[src/rtl/capsense_pkg.sv]
// Shared types and helpers for the CapSense CSD scan sequencer.
// Holds the scan state encoding, the timeout count pattern and a width helper.
package capsense_pkg;

   typedef enum logic [2:0] {
      IDLE,
      SEEK,
      SETTLE,
      MEASURE,
      RELEASE,
      PUSH,
      FINISH
   } state_t;

   // Raw count reported for a timed-out measurement, sliced to COUNT_W by users.
   localparam logic [63:0] TIMEOUT_COUNT = '1;

   function automatic int clog2(input int value);
      int result = 0;
      for (int v = value - 1; v > 0; v = v >> 1) begin
         result++;
      end
      return result;
   endfunction

endpackage

[src/rtl/capsense_mask_seek.sv]
// Combinational search for the lowest set mask bit at or above a start index.
// hit=0 means no enabled sensor remains in the scan.
module capsense_mask_seek
   import capsense_pkg::*;
#(
   parameter  int NUM_SENSORS = 16,
   localparam int SEL_W       = clog2(NUM_SENSORS)
) (
   input  logic [NUM_SENSORS-1:0] mask,
   input  logic [SEL_W-1:0]       idx,
   output logic [SEL_W-1:0]       found,
   output logic                   hit
);

   // Walking from the top down lets the lowest qualifying bit win.
   always_comb begin
      found = '0;
      hit   = 1'b0;
      for (int i = NUM_SENSORS - 1; i >= 0; i--) begin
         if (mask[i] && (i >= int'(idx))) begin
            found = SEL_W'(i);
            hit   = 1'b1;
         end
      end
   end

endmodule

[src/rtl/capsense_scan_sequencer.sv]
// Steps through the masked sensors: mux select, settle, start/interrupt handshake
// with the CSD channel, then hands each raw count out on a valid/ready port.
module capsense_scan_sequencer
   import capsense_pkg::*;
#(
   parameter  int NUM_SENSORS    = 16,
   parameter  int COUNT_W        = 16,
   parameter  int SETTLE_CYCLES  = 8,
   parameter  int TIMEOUT_CYCLES = 4096,
   localparam int SEL_W          = clog2(NUM_SENSORS)
) (
   input  logic                   clock,
   input  logic                   reset,
   input  logic                   scan_req,
   input  logic                   continuous,
   input  logic                   abort,
   input  logic [NUM_SENSORS-1:0] sensor_mask,
   output logic [SEL_W-1:0]       mux_sel,
   output logic                   mux_en,
   output logic                   meas_start,
   input  logic                   meas_done,
   input  logic [COUNT_W-1:0]     meas_count,
   output logic                   res_valid,
   input  logic                   res_ready,
   output logic [SEL_W-1:0]       res_sensor,
   output logic [COUNT_W-1:0]     res_count,
   output logic                   res_timeout,
   output logic                   busy,
   output logic                   scan_done
);

   localparam logic [7:0]       SETTLE_LOAD = 8'(SETTLE_CYCLES - 1);
   localparam logic [15:0]      TMO_LOAD    = 16'(TIMEOUT_CYCLES - 1);
   localparam logic [SEL_W-1:0] LAST_SEL    = SEL_W'(NUM_SENSORS - 1);

   state_t                 state_q, state_d;
   logic [NUM_SENSORS-1:0] mask_q, mask_d;
   logic [SEL_W-1:0]       idx_q, idx_d;
   logic                   abort_q, abort_d;
   logic [7:0]             settle_q, settle_d;
   logic [15:0]            tmo_q, tmo_d;
   logic [SEL_W-1:0]       mux_sel_d, res_sensor_d, found;
   logic [COUNT_W-1:0]     res_count_d;
   logic                   mux_en_d, meas_start_d, res_valid_d, res_timeout_d, hit;

   capsense_mask_seek #(.NUM_SENSORS(NUM_SENSORS)) u_seek (
      .mask  (mask_q),
      .idx   (idx_q),
      .found (found),
      .hit   (hit)
   );

   always_comb begin
      // NOTE: every signal assigned here gets a hold default first, so no latch is inferred.
      state_d       = state_q;
      mask_d        = mask_q;
      idx_d         = idx_q;
      abort_d       = abort_q;
      settle_d      = settle_q;
      tmo_d         = tmo_q;
      mux_sel_d     = mux_sel;
      mux_en_d      = mux_en;
      meas_start_d  = meas_start;
      res_valid_d   = res_valid;
      res_sensor_d  = res_sensor;
      res_count_d   = res_count;
      res_timeout_d = res_timeout;
      unique case (state_q)
         IDLE: if (scan_req) begin
            mask_d  = sensor_mask;
            idx_d   = '0;
            abort_d = 1'b0;
            state_d = SEEK;
         end
         SEEK: if (abort) begin
            abort_d = 1'b1;
            state_d = RELEASE;
         end else if (hit) begin
            mux_sel_d = found;
            mux_en_d  = 1'b1;
            settle_d  = SETTLE_LOAD;
            state_d   = SETTLE;
         end else begin
            state_d = FINISH;
         end
         SETTLE: if (abort) begin
            abort_d = 1'b1;
            state_d = RELEASE;
         end else if (settle_q == 8'd0) begin
            meas_start_d = 1'b1;
            tmo_d        = TMO_LOAD;
            state_d      = MEASURE;
         end else begin
            settle_d = settle_q - 8'd1;
         end
         MEASURE: if (abort) begin
            abort_d      = 1'b1;
            meas_start_d = 1'b0;
            state_d      = RELEASE;
         end else if (meas_done || tmo_q == 16'd0) begin
            res_sensor_d  = mux_sel;
            res_count_d   = meas_done ? meas_count : TIMEOUT_COUNT[COUNT_W-1:0];
            res_timeout_d = !meas_done;
            meas_start_d  = 1'b0;
            state_d       = RELEASE;
         end else begin
            tmo_d = tmo_q - 16'd1;
         end
         // A timed-out channel may never drop its interrupt, so do not wait on it.
         RELEASE: if (abort_q) begin
            if (!meas_done) begin
               mux_en_d = 1'b0;
               state_d  = FINISH;
            end
         end else if (res_timeout || !meas_done) begin
            res_valid_d = 1'b1;
            state_d     = PUSH;
         end
         PUSH: begin
            abort_d = abort_q | abort;
            if (res_ready) begin
               res_valid_d = 1'b0;
               mux_en_d    = 1'b0;
               if (abort || abort_q || mux_sel == LAST_SEL) begin
                  state_d = FINISH;
               end else begin
                  idx_d   = mux_sel + 1'b1;
                  state_d = SEEK;
               end
            end
         end
         FINISH: begin
            abort_d = 1'b0;
            if (continuous && !abort && !abort_q) begin
               mask_d  = sensor_mask;
               idx_d   = '0;
               state_d = SEEK;
            end else begin
               state_d = IDLE;
            end
         end
         default: state_d = IDLE;
      endcase
   end

   always_ff @(posedge clock or negedge reset) begin
      // NOTE: clocked state uses non-blocking assignments so every register samples pre-edge values.
      if (!reset) begin
         state_q     <= IDLE;
         mask_q      <= '0;
         idx_q       <= '0;
         abort_q     <= 1'b0;
         settle_q    <= '0;
         tmo_q       <= '0;
         mux_sel     <= '0;
         mux_en      <= 1'b0;
         meas_start  <= 1'b0;
         res_valid   <= 1'b0;
         res_sensor  <= '0;
         res_count   <= '0;
         res_timeout <= 1'b0;
         busy        <= 1'b0;
         scan_done   <= 1'b0;
      end else begin
         state_q     <= state_d;
         mask_q      <= mask_d;
         idx_q       <= idx_d;
         abort_q     <= abort_d;
         settle_q    <= settle_d;
         tmo_q       <= tmo_d;
         mux_sel     <= mux_sel_d;
         mux_en      <= mux_en_d;
         meas_start  <= meas_start_d;
         res_valid   <= res_valid_d;
         res_sensor  <= res_sensor_d;
         res_count   <= res_count_d;
         res_timeout <= res_timeout_d;
         busy        <= (state_d != IDLE);
         scan_done   <= (state_d == FINISH);
      end
   end

endmodule

[config.mk]
export PLATFORM = sky130hd
export DESIGN_NAME = capsense_scan_sequencer
export DESIGN_NICKNAME = d
export VERILOG_FILES = /design/src/rtl/capsense_pkg.sv /design/src/rtl/capsense_mask_seek.sv /design/src/rtl/capsense_scan_sequencer.sv
export SDC_FILE = /design/constraint.sdc
export NUM_CORES = 1
export LEC_CHECK = 0
export CORE_AREA = 2 2 81 103
export DETAILED_ROUTE_END_ITERATION = 10
export DIE_AREA = 0 0 83 105
export PLACE_DENSITY = 0.79
export SYNTH_ARGS = -nofsm -noshare
export SYNTH_HDL_FRONTEND = slang
export SYNTH_HIERARCHICAL = 1
export SYNTH_SLANG_ARGS = --single-unit
[constraint.sdc]
create_clock -name clock -period 2.84 [get_ports clock]
set_clock_uncertainty 0.1 [all_clocks]
set_input_delay 0.568 -clock clock [delete_from_list [all_inputs] [get_ports clock]]
set_output_delay 0.568 -clock clock [all_outputs]
set_load 0.03 [all_outputs]
==> run metrics <==
Worst-Skew Late Latency 0.36 ns; Post-synth top cells dfrtp_1, nor2_1, mux2_2; data arrival time of the critical path 2.75 ns; effective utilization at floorplan 0.521; sequential share of the synthesized area 0.487; final setup vio count 0; reg2reg end mux_sel[0]$_DFFE_PN0P_; main combinational cell family by area after synthesis simple AND/OR/NAND/NOR gates; Slew Viols, Final 0; Iter 0 DRT Violations 215; DRC errors left 0; post-synthesis cell count 387; worst-case reg-to-reg path depth 8; worst slack at placement 0.160 ns; xor/xnor share of the synthesized area 0.0393; pwr dens 983 nW/µm²; die area 8720 µm²; # IOs 69; Synth Area in Compound Gates 0.162; most frequent cell after synthesis dfrtp_1; core area 7700 µm²; mux contribution to synthesized area 0.0758; Critical Path Max Stage Delay 0.53 ns; fin util 0.651; footprint of the multi-input gates 1910 µm²; total gr overflow 0; PortBufs 68; first-pass GRT wire length 16.1 mm; synthesized area 4010 µm²; Post-synth ARST share 1.00; Final WS setup 0.236 ns; fmax 384 MHz; clock sink count 78; clk buf depth 2; register share of total power 0.388; wire per inst 16.4 µm; CP required 2.98 ns; chip height 105 µm; synthesized net count 429; setup_tns 0 ns; P_int 0.00298 W; period utilization 0.917; CTS resizes 0; antenna violations before repair 0; area leader, netlist dfrtp_1; R2R setup slack 0.24 ns; Area contributors post-synth dfrtp_1, mux2_2, o22a_1; largest net degree at the start of global routing 79; Clk network pwr share 0.164; EDFF count, synth 0; Worst-Margin Slew 0.972 ns; Setup CP Type reg -> reg; switching pwr 0.00196 W; worst-path cell with the longest stage delay dfrtp_1; gr usage total 0.229; Netlist cell types 61; Syn. warnings 6; CP Launch Point idx_q[2]$_DFFE_PN0P_; htree depth 3; Rel. slew slack 0.352; placed cell area 4830 µm²; CP Max Fanout 13; total CTS buffers 9; Lkg Pwr 2.08 nW; cell mode on critical path nor2_1; Yosys top cell area share 0.487; Root Driver clkbuf_8; Tmin final 2.60 ns; top_reg_cell synth dfrtp_1; FF-to-FF Start idx_q[2]$_DFFE_PN0P_; Peak VDD IR 0.579 mV; Crit. End Element flop; via count 3304; status finished clean; switching share of power 0.397; Routed WL 9.21 mm; Seq cells post-synth 78; Fin. Hold Viols 0; Buf/Inv on CP 0; Reg clk slew, reported paths 0.08 ns; CP delay by family, top simple AND/OR/NAND/NOR gates; adder-cell share of the synthesized area 0.00936; RSZ-0062 raised after global routing no; standard-cell rows 36; max_cap viols 0; TritonCTS clock tree built; Finished Cell Area 5020 µm²; GP Congestion 0.864; die span in x 83 µm; register area 1950 µm²; post-DP HPWL 6.63 mm; Layout area overhead 25.0%; filler cell count 608; postcts setup bufs 0; syn avg cell area 10.4 µm²; crit-path cells nor2_1 > a21o_1 > o21ai_0 > and3b_1 > nand2_1 > nand3b_1 > nor2_1 > mux2_2; share of cells above drive strength 1 0.143; DR vias/cell 5.87; overall power 0.00493 W; post-cts hold buffer count 0; 1st-pass router iterations 5; Setup crit start kind flop; ANT cells 0; vias in the first global route 3418; nets 505; class of the worst hold path in -> async; combinational share of power 0.448; Post-DRT Antenna Nets 0; Post-Synth Simple-Gate Area 0.190
==> placed cells by master (no fill, tap or decap), types with 3 or more instances in the layout <==
cell type and count:
ha_1 3, clkbuf_8 9, clkbuf_1 4, o21ai_0 11
a21oi_1 18, a21o_1 4, or4_1 3, nand4_1 6
o211ai_1 4, nand3_1 12, clkdlybuf4s50_1 67, nand2b_1 6
nor2_1 36, o22a_1 17, buf_4 16, nand2_1 25
o31ai_1 3, mux2_2 27, and3_1 3, nor3_1 10
nand4b_1 4, nand3b_1 3, nor4_1 10, o21a_1 4
a211oi_1 3, dfrtp_1 78, xor2_1 17, a311oi_1 3
inv_1 11, nor3b_1 3, a31oi_1 4, nor2b_1 5
==> sequential cells by signal, summed over array words and instances (netlist names) <==
name	count
settle_q	8
state_q	3
tmo_q	16
res_timeout	1
res_valid	1
busy	1
abort_q	1
mux_en	1
scan_done	1
meas_start	1
mask_q	16
mux_sel	4
res_sensor	4
idx_q	4
res_count	16
==> metal layers <==
layer | vias up | wire [µm] | GRT usage | part of all wire
met2 | 106 | 4770 | 0.385 | 0.52
met5 | - | 0 | 0 | 0
met3 | 10 | 635 | 0.0798 | 0.069
met1 | 1617 | 3680 | 0.273 | 0.40
met4 | 0 | 125 | 0.0761 | 0.014
li1 | 1571 | - | - | -
==> per-stage QoR <==
stage	hold slack, ns	std cells
after floorplan	0.172	387
after global placement	0.378	547
after detailed placement	0.395	547
after CTS	0.295	563
after global routing	0.335	563
final	0.245	563
==> how the worst max path moves through the flow <==
stage                                    end  cells past startpoint  slack [ns]
floorplan             mux_sel[0]$_DFFE_PN0P_                      9        0.57
global placement    res_count[9]$_DFFE_PN0P_                      4        0.23
detailed placement     tmo_q[15]$_DFFE_PN0P_                      6        0.16
CTS                   mux_sel[0]$_DFFE_PN0P_                      8        0.28
global route          mux_sel[0]$_DFFE_PN0P_                      8       0.008
finish                mux_sel[0]$_DFFE_PN0P_                      8        0.24
==> logic make-up (layout without fill, tap and decap cells) <==
logic type / after synthesis / count (layout)
adders and majority gates: 3 / 3
muxes: 27 / 27
xor gates and xnor gates: 18 / 18
buffers and inverters: 30 / 111
and+or+nand+nor: 141 / 141
AOI/OAI and AO/OA: 90 / 90
DFF: 78 / 78
==> power by group through the flow <==
stage | combinational [W] | sequential, W | clock [W]
2_1_floorplan | 0.00117 | 0.00216 | 0
3_3_place_gp | 0.00213 | 0.00190 | 0
3_5_place_dp | 0.00220 | 0.00193 | 0
4_1_cts | 0.00221 | 0.00191 | 0.000832
5_1_grt | 0.00240 | 0.00198 | 0.000885
6_report | 0.00221 | 0.00191 | 0.000810
==> final cells by class <==
class,instances,area share
Multi-Input combinational cell,279,0.381
Clock buffer,13,0.0277
Sequential cell,78,0.389
Inverter,11,0.00823
Timing Repair Buffer,84,0.162
Clock inverter,3,0.00898
Tap cell,95,0.0237
No activity file was read; power rests on OpenSTA's default activity.
